$ cat config.mk
export PLATFORM = sky130hd
export DESIGN_NAME = debug_pipe_ctrl
export DESIGN_NICKNAME = d
export VERILOG_FILES = /design/src/rtl/debug_pipe_ctrl.sv
export SDC_FILE = /design/constraint.sdc
export NUM_CORES = 1
export LEC_CHECK = 0
export BUFFER_PORTS_ARGS = -buffer_cell sky130_fd_sc_hd__buf_2
export CORE_ASPECT_RATIO = 0.8
export CORE_MARGIN = 5
export CORE_UTILIZATION = 30
export DETAILED_ROUTE_END_ITERATION = 8
export GPL_ROUTABILITY_DRIVEN = 0
export GPL_TIMING_DRIVEN = 1
export SETUP_SLACK_MARGIN = 0.1
export SLEW_MARGIN = 20
export SYNTH_ARGS = -nofsm -noshare
export SYNTH_HDL_FRONTEND = slang
export SYNTH_SLANG_ARGS = --single-unit
$ cat constraint.sdc
create_clock -name clk -period 3.9 [get_ports clk]
set_input_delay 0.78 -clock clk [delete_from_list [all_inputs] [get_ports clk]]
set_output_delay 0.78 -clock clk [all_outputs]
set_load 0.1 [all_outputs]
$ cat src/rtl/debug_pipe_ctrl.sv
`default_nettype none
// ============================================================================
// Module      : debug_pipe_ctrl
// Description : Pipeline hold/flush controller for the 5-stage core. Merges
//               the hazard sources (load-use, multi-cycle memory access,
//               taken branch) with debugger run control (halt, resume,
//               single-step) and drives the stall/flush controls that every
//               pipeline stage register obeys.
// Revision    : 1.0 - initial release
// ----------------------------------------------------------------------------
// Ports
//   clk             in   system clock
//   reset           in   asynchronous, active-high reset
//   haltreq         in   debugger halt request (level)
//   resumereq       in   debugger resume request (level)
//   stepreq         in   debugger single-step request (level)
//   load_use_hazard in   ID instruction depends on a load in EX
//   mem_busy        in   multi-cycle data access in progress
//   branch_taken    in   redirect resolved in EX
//   stall_front     out  hold for PC and IF/ID
//   stall_back      out  hold for ID/EX, EX/MEM, MEM/WB
//   flush_if_id     out  clear IF/ID
//   flush_id_ex     out  clear ID/EX (bubble insert)
//   halted          out  core halted (registered)
//   resume_ack      out  one-cycle pulse on HALTED -> RUN (registered)
//   drain_cnt       out  remaining drain cycles
// ============================================================================
module debug_pipe_ctrl #(
    parameter int DRAIN_CYCLES = 3,
    parameter int CNT_W        = 2
) (
    input  logic             clk,
    input  logic             reset,
    input  logic             haltreq,
    input  logic             resumereq,
    input  logic             stepreq,
    input  logic             load_use_hazard,
    input  logic             mem_busy,
    input  logic             branch_taken,
    output logic             stall_front,
    output logic             stall_back,
    output logic             flush_if_id,
    output logic             flush_id_ex,
    output logic             halted,
    output logic             resume_ack,
    output logic [CNT_W-1:0] drain_cnt
);

    localparam logic [CNT_W-1:0] c_DRAIN_LOAD = CNT_W'(DRAIN_CYCLES);
    localparam logic [CNT_W-1:0] c_CNT_ONE    = CNT_W'(1);

    typedef enum logic [1:0] {
        ST_RUN    = 2'd0,
        ST_DRAIN  = 2'd1,
        ST_HALTED = 2'd2,
        ST_STEP   = 2'd3
    } state_t;

    state_t           r_state;
    state_t           w_state_nxt;
    logic [CNT_W-1:0] r_drain_cnt;
    logic [CNT_W-1:0] w_drain_cnt_nxt;
    logic             r_halted;
    logic             r_resume_ack;
    logic             w_halted_nxt;
    logic             w_resume_ack_nxt;

    // ------------------------------------------------------------------------
    // State and status registers
    // ------------------------------------------------------------------------
    always_ff @(posedge clk or posedge reset) begin
        if (reset) begin
            r_state      <= ST_RUN;
            r_drain_cnt  <= '0;
            r_halted     <= 1'b0;
            r_resume_ack <= 1'b0;
        end else begin
            r_state      <= w_state_nxt;
            r_drain_cnt  <= w_drain_cnt_nxt;
            r_halted     <= w_halted_nxt;
            r_resume_ack <= w_resume_ack_nxt;
        end
    end

    // ------------------------------------------------------------------------
    // Next state and zero-latency stall/flush outputs
    // ------------------------------------------------------------------------
    always_comb begin
        w_state_nxt      = r_state;
        w_drain_cnt_nxt  = r_drain_cnt;
        w_resume_ack_nxt = 1'b0;
        stall_front      = 1'b0;
        stall_back       = mem_busy;
        flush_if_id      = 1'b0;
        flush_id_ex      = 1'b0;

        case (r_state)
            ST_RUN: begin
                if (branch_taken) begin
                    flush_if_id = 1'b1;
                    flush_id_ex = 1'b1;
                end else if (load_use_hazard) begin
                    stall_front = 1'b1;
                    flush_id_ex = 1'b1;
                end
                // A halt is accepted even while memory is busy; the drain
                // counter simply does not move until the access completes.
                if (haltreq) begin
                    w_state_nxt     = ST_DRAIN;
                    w_drain_cnt_nxt = c_DRAIN_LOAD;
                end
            end

            ST_DRAIN: begin
                // Hold the IF/ID instruction unissued, but let a branch in
                // EX redirect the PC so the halt PC is architecturally right.
                stall_front = ~branch_taken;
                flush_if_id = branch_taken;
                flush_id_ex = 1'b1;
                if (!mem_busy) begin
                    w_drain_cnt_nxt = r_drain_cnt - c_CNT_ONE;
                    if (r_drain_cnt == c_CNT_ONE) begin
                        w_state_nxt = ST_HALTED;
                    end
                end
            end

            ST_HALTED: begin
                stall_front = 1'b1;
                flush_id_ex = 1'b1;
                if (!mem_busy) begin
                    if (resumereq) begin
                        w_state_nxt      = ST_RUN;
                        w_resume_ack_nxt = 1'b1;
                    end else if (stepreq) begin
                        w_state_nxt = ST_STEP;
                    end
                end
            end

            ST_STEP: begin
                // Release the front end for exactly one issue slot.
                if (!mem_busy) begin
                    w_state_nxt     = ST_DRAIN;
                    w_drain_cnt_nxt = c_DRAIN_LOAD;
                end
            end

            default: begin
                w_state_nxt = ST_RUN;
            end
        endcase

        // A busy memory access freezes the whole pipe: nothing may be
        // flushed underneath an outstanding access.
        if (mem_busy) begin
            stall_front = 1'b1;
            flush_if_id = 1'b0;
            flush_id_ex = 1'b0;
        end
    end

    // halted rises one cycle after entering HALTED and falls on the cycle
    // the FSM leaves it, together with resume_ack.
    assign w_halted_nxt = (r_state == ST_HALTED) && (w_state_nxt == ST_HALTED);

    assign halted     = r_halted;
    assign resume_ack = r_resume_ack;
    assign drain_cnt  = r_drain_cnt;

endmodule
`default_nettype wire

; Word-level counts from Yosys, hierarchy flattened
; Cells that the tools add are included.
[classes]
n_reduce_logical = 5
muxes = 25
n_addsub = 1
n_eq_ne = 8
bitwise_logic = 1
[ops]
columns = operator, count
row1 = 2-bit two-way mux, 10
row2 = 1-bit two-way mux, 10
row3 = 2-bit one-hot mux with 4 select lines, 1
row4 = 2-bit equality test (second input constant), 3
row5 = 2-bit inequality test (second input constant), 3
row6 = 2-bit one-hot mux with 3 select lines, 1
row7 = 2-bit by 1-bit equality test with 1-bit output (second input constant), 2
row8 = 1-bit one-hot mux with 2 select lines, 2
row9 = 4-bit AND reduction, 1
row10 = 1-bit one-hot mux with 3 select lines, 1
row11 = 3-bit nonzero test, 1
row12 = 2-bit logical NOT, 1
row13 = 2-bit OR reduction, 1
row14 = 2-bit by 1-bit subtractor with 2-bit output (second input constant), 1
row15 = 1-bit logical AND, 1
row16 = 1-bit NOT, 1
[word_totals]
out_inout_bits = 8
register_bits = 6
input_bits = 8
elab_cells = 44

; Longest topological paths before layout
[logic_depth]
depth_word = 6
depth_mapped = 7
ltp_nobuf = 6

; Worst setup path after synthesis
; No wires, ideal clock.
[synth_timing]
path_type = input -> output
startpoint = in mem_busy
endpoint = out flush_id_ex
path_slack_ps = -75
required_ps = 3120
path_stages = 2
t_arrival_ps = 3195
path_buffers = 1
path_cell_list = buf_2 > a211oi_1
[synth_via]
elab_chain_cells = 1
[synth_rtl]
columns = item, line
row1 = from (decl), 38  ; input logic mem_busy,
row2 = 1-bit two-way mux, 156  ; if (mem_busy) begin
row3 = to (decl), 43  ; output logic flush_id_ex,
; No other way between the ends.

; Worst setup path after layout
[layout_timing]
startpoint = reg r_state[0]
endpoint = out flush_id_ex
[layout_via]
elab_chain_cells = 4
elab_cells_between_ends = 6
classes_between = 2 x eq/ne / 2 x mux / 2 x reduce/logical
[layout_rtl]
columns = item, line
row1 = from (decl), 59  ; state_t r_state;
row2 = from (signal assigned), 78  ; r_state <= w_state_nxt;
row3 = 2-bit equality test / 2-bit by 1-bit equality test with 1-bit output (equally long branches), 97  ; case (r_state)
row4 = 2-bit OR reduction (no source line), --
row5 = 1-bit one-hot mux with 2 select lines *, 97
row6 = 1-bit two-way mux *, 156
; Mark *: on every way between the ends. The rest lies on a longest branch, timed or not.

==> reports/results.ini <==
[outcome]
status = finished clean

[power_and_ir_drop]
powerDensity_mw_per_mm2 = 894.3
power_frac_seq = 0.185
comb_power_share = 0.707
p_clk_frac = 0.109
p_leak_nw = 0.2883
sw_frac_of_total = 0.5977
internal-power_uw = 213.4
peakVddDrop_uv = 257.2
switching_power_uw = 317.0

[clock_tree]
htreeDepth = 1
clkSlewWorstSetupHoldPaths_ns = 0.05
cts_hold_buffers = 0
cts-resized-gates = 0
cts_tree = done
cts_buffer_depth = 2
root_buffer = clkbuf_4
cts_setup_buffers = 0
numCtsBuffers = 3
clkLatencyLatePin_ns = 0.25
cts_num_sinks = 6

[critical_path]
r2r-end = drain_cnt[0]
rr_worst_depth = 6
r2r-start = r_state[0]
crit_required_ns = 3.12
path_class = reg2out
cp-end-kind = output port
crit_fanout = 9
crit_path_end = flush_id_ex
cp-startpoint = r_state[0]
r2r_slack_ns = 2.19
arrival_ns = 1.97
critPathLaunchType = register

[layout]
diodes = 0
nets = 85
fin_area_um2 = 593.1
final-instance-count-excl-fill = 92
area_growth_pct = 20.61
layout-drive-gt1-share = 0.3286

[place]
dp.cells = 89
place_area_um2 = 570.5
pre_cts_ws_ns = 1.426
dp_hpwl_um = 862
port-buffer-count = 15

[floorplan]
io_pins = 16
fp.dieArea_mm2 = 0.002554
die_w_um = 55.27
die_h_um = 46.21
initial_core_util = 0.3085
core_area_mm2 = 0.001594
num_rows = 13

[timing]
slew_viol_final = 0
setup_ws_ns = 1.154
min_period_over_period = 0.7040
fmax_mhz = 364.2
worstMarginPinSlew_ns = 0.4873
setup_violations = 0
slew_headroom = 0.6774
skew_ns = 0.003780
setup_tns_ns = 0
timing_hold_violations_final = 0
layout_min_cycle_time_ns = 2.746
rsz0062_at_grt = false

[yosys]
synthSimpleGateAreaFrac = 0.1959
synth_top_cell_area_share = 0.3053
synthTopCellsByArea = dfrtp_1 (31%), ha_1 (13%), inv_1 (4.6%)
yosys.area_share.adder = 0.1272
synth_seq_area_share = 0.3053
synth_xor_area_frac = 0
syn_inst = 56
synthArstFlopShare = 1.000
synth_edf_count = 0
ys.flop_type = dfrtp_1
synth_compound_area_frac = 0.2341
syn-cell-area_um2 = 491.7
syn_avg_cell_area_um2 = 8.781
synth_top_family_by_area = compound AO/OA/AOI/OAI gates
synth_cell_types = 26
muxShareOfSynthArea = 0.02290
synth.largest_area_cell = dfrtp_1
yosysWarnings = 0
ys_ff_latch = 6
syn_nets = 69

[drt]
vias = 450
detail_route.first_pass.iterations = 4
vias_per_cell = 4.891
drt_wl_total_um = 1099
ant_nets = 0
drc = 0
dr.first_iter.drc_count = 8
detail_route.wl_per_cell_um = 11.95

[grt]
grt_usage = 0.09707
grt_max_degree = 14
grt_pass1_vias = 445
globalRouteOverflowTotal = 0
grt_pass1_wl_um = 1897
antenna_found_initial = 0

[flow_run]
maxCapViolCount = 0

[min_path]
hold_path_class = in2async

[area by class of cell]
type	instances	area [um2]
Clock buffer	3	22.52
Fill cell	198	1001
Inverter	6	22.52
Multi-Input combinational cell	40	295.3
Sequential cell	6	150.1
Tap cell	22	27.53
Timing Repair Buffer	15	75.07
[cell families after synthesis]
family                     after synthesis
buffers and inverters                   10
AOI/OAI and AO/OA                       16
muxes                                    1
DFF                                      6
and+or+nand+nor                         18
adders and majority gates                5
[cells in the mapped netlist, types with 2 or more instances]
cell,number
a21oi_1,4
buf_4,2
nand2b_1,3
nand2_1,4
nor2_1,4
nor3b_1,2
ha_1,5
inv_1,6
o21ai_0,4
dfrtp_1,6
[per-stage QoR]
stage                     utilization  hold slack (ns)  power, mW
after floorplan                     -           0.5245     0.4326
after global placement         0.3579           0.5370     0.4714
after detailed placement       0.3579           0.5503     0.4751
after CTS                      0.3721           0.4466     0.5365
after global routing           0.3721           0.4540     0.5752
final                          0.3721           0.4361     0.5304
[power by group through the flow]
stage	clock network, mW	registers [mW]	logic (mW)
final	0.0576	0.0981	0.375
after global routing	0.0629	0.102	0.410
after CTS	0.0604	0.0987	0.377
after detailed placement	0	0.0997	0.375
after global placement	0	0.0982	0.373
after floorplan	0	0.163	0.269
[layer usage]
| layer | share of wire | track usage |
|---|---|---|
| met1 | 0.51 | 0.1213 |
| met2 | 0.40 | 0.1344 |
| met3 | 0.067 | 0.03081 |
| met4 | 0.021 | 0.08738 |
| met5 | 0 | 0 |
[cell usage in the layout (no fill, tap or decap), types with 2 or more instances in the layout]
cell type / n
o21ai_0: 4
inv_1: 6
nand2b_1: 3
nor2_1: 4
ha_1: 5
clkbuf_4: 3
a21oi_1: 4
nand2_1: 4
a211oi_2: 2
buf_2: 15
dfrtp_1: 6
[how the worst min path moves through the flow]
stage	endpoint	slack, ns	depth (start not counted)
4_1_cts	resume_ack	0.45	2
6_report	resume_ack	0.44	2
3_5_place_dp	drain_cnt[1]	0.55	2
3_3_place_gp	drain_cnt[1]	0.54	2
5_1_grt	halted	0.45	2
2_1_floorplan	r_state[0]	0.52	2
[sequential cells by signal (all words and copies together) (netlist names)]
name	count
halted	1
drain_cnt	2
resume_ack	1
r_state	2
[worst max-delay path, cell delays in order, from the launching register on]
cell	delay, ns
dfrtp_1	0.41
inv_1	0.09
ha_1	0.35
o21ai_0	0.17
a211oi_2	0.23
buf_2	0.45
Note: power is estimated with default switching activity, not from simulation.
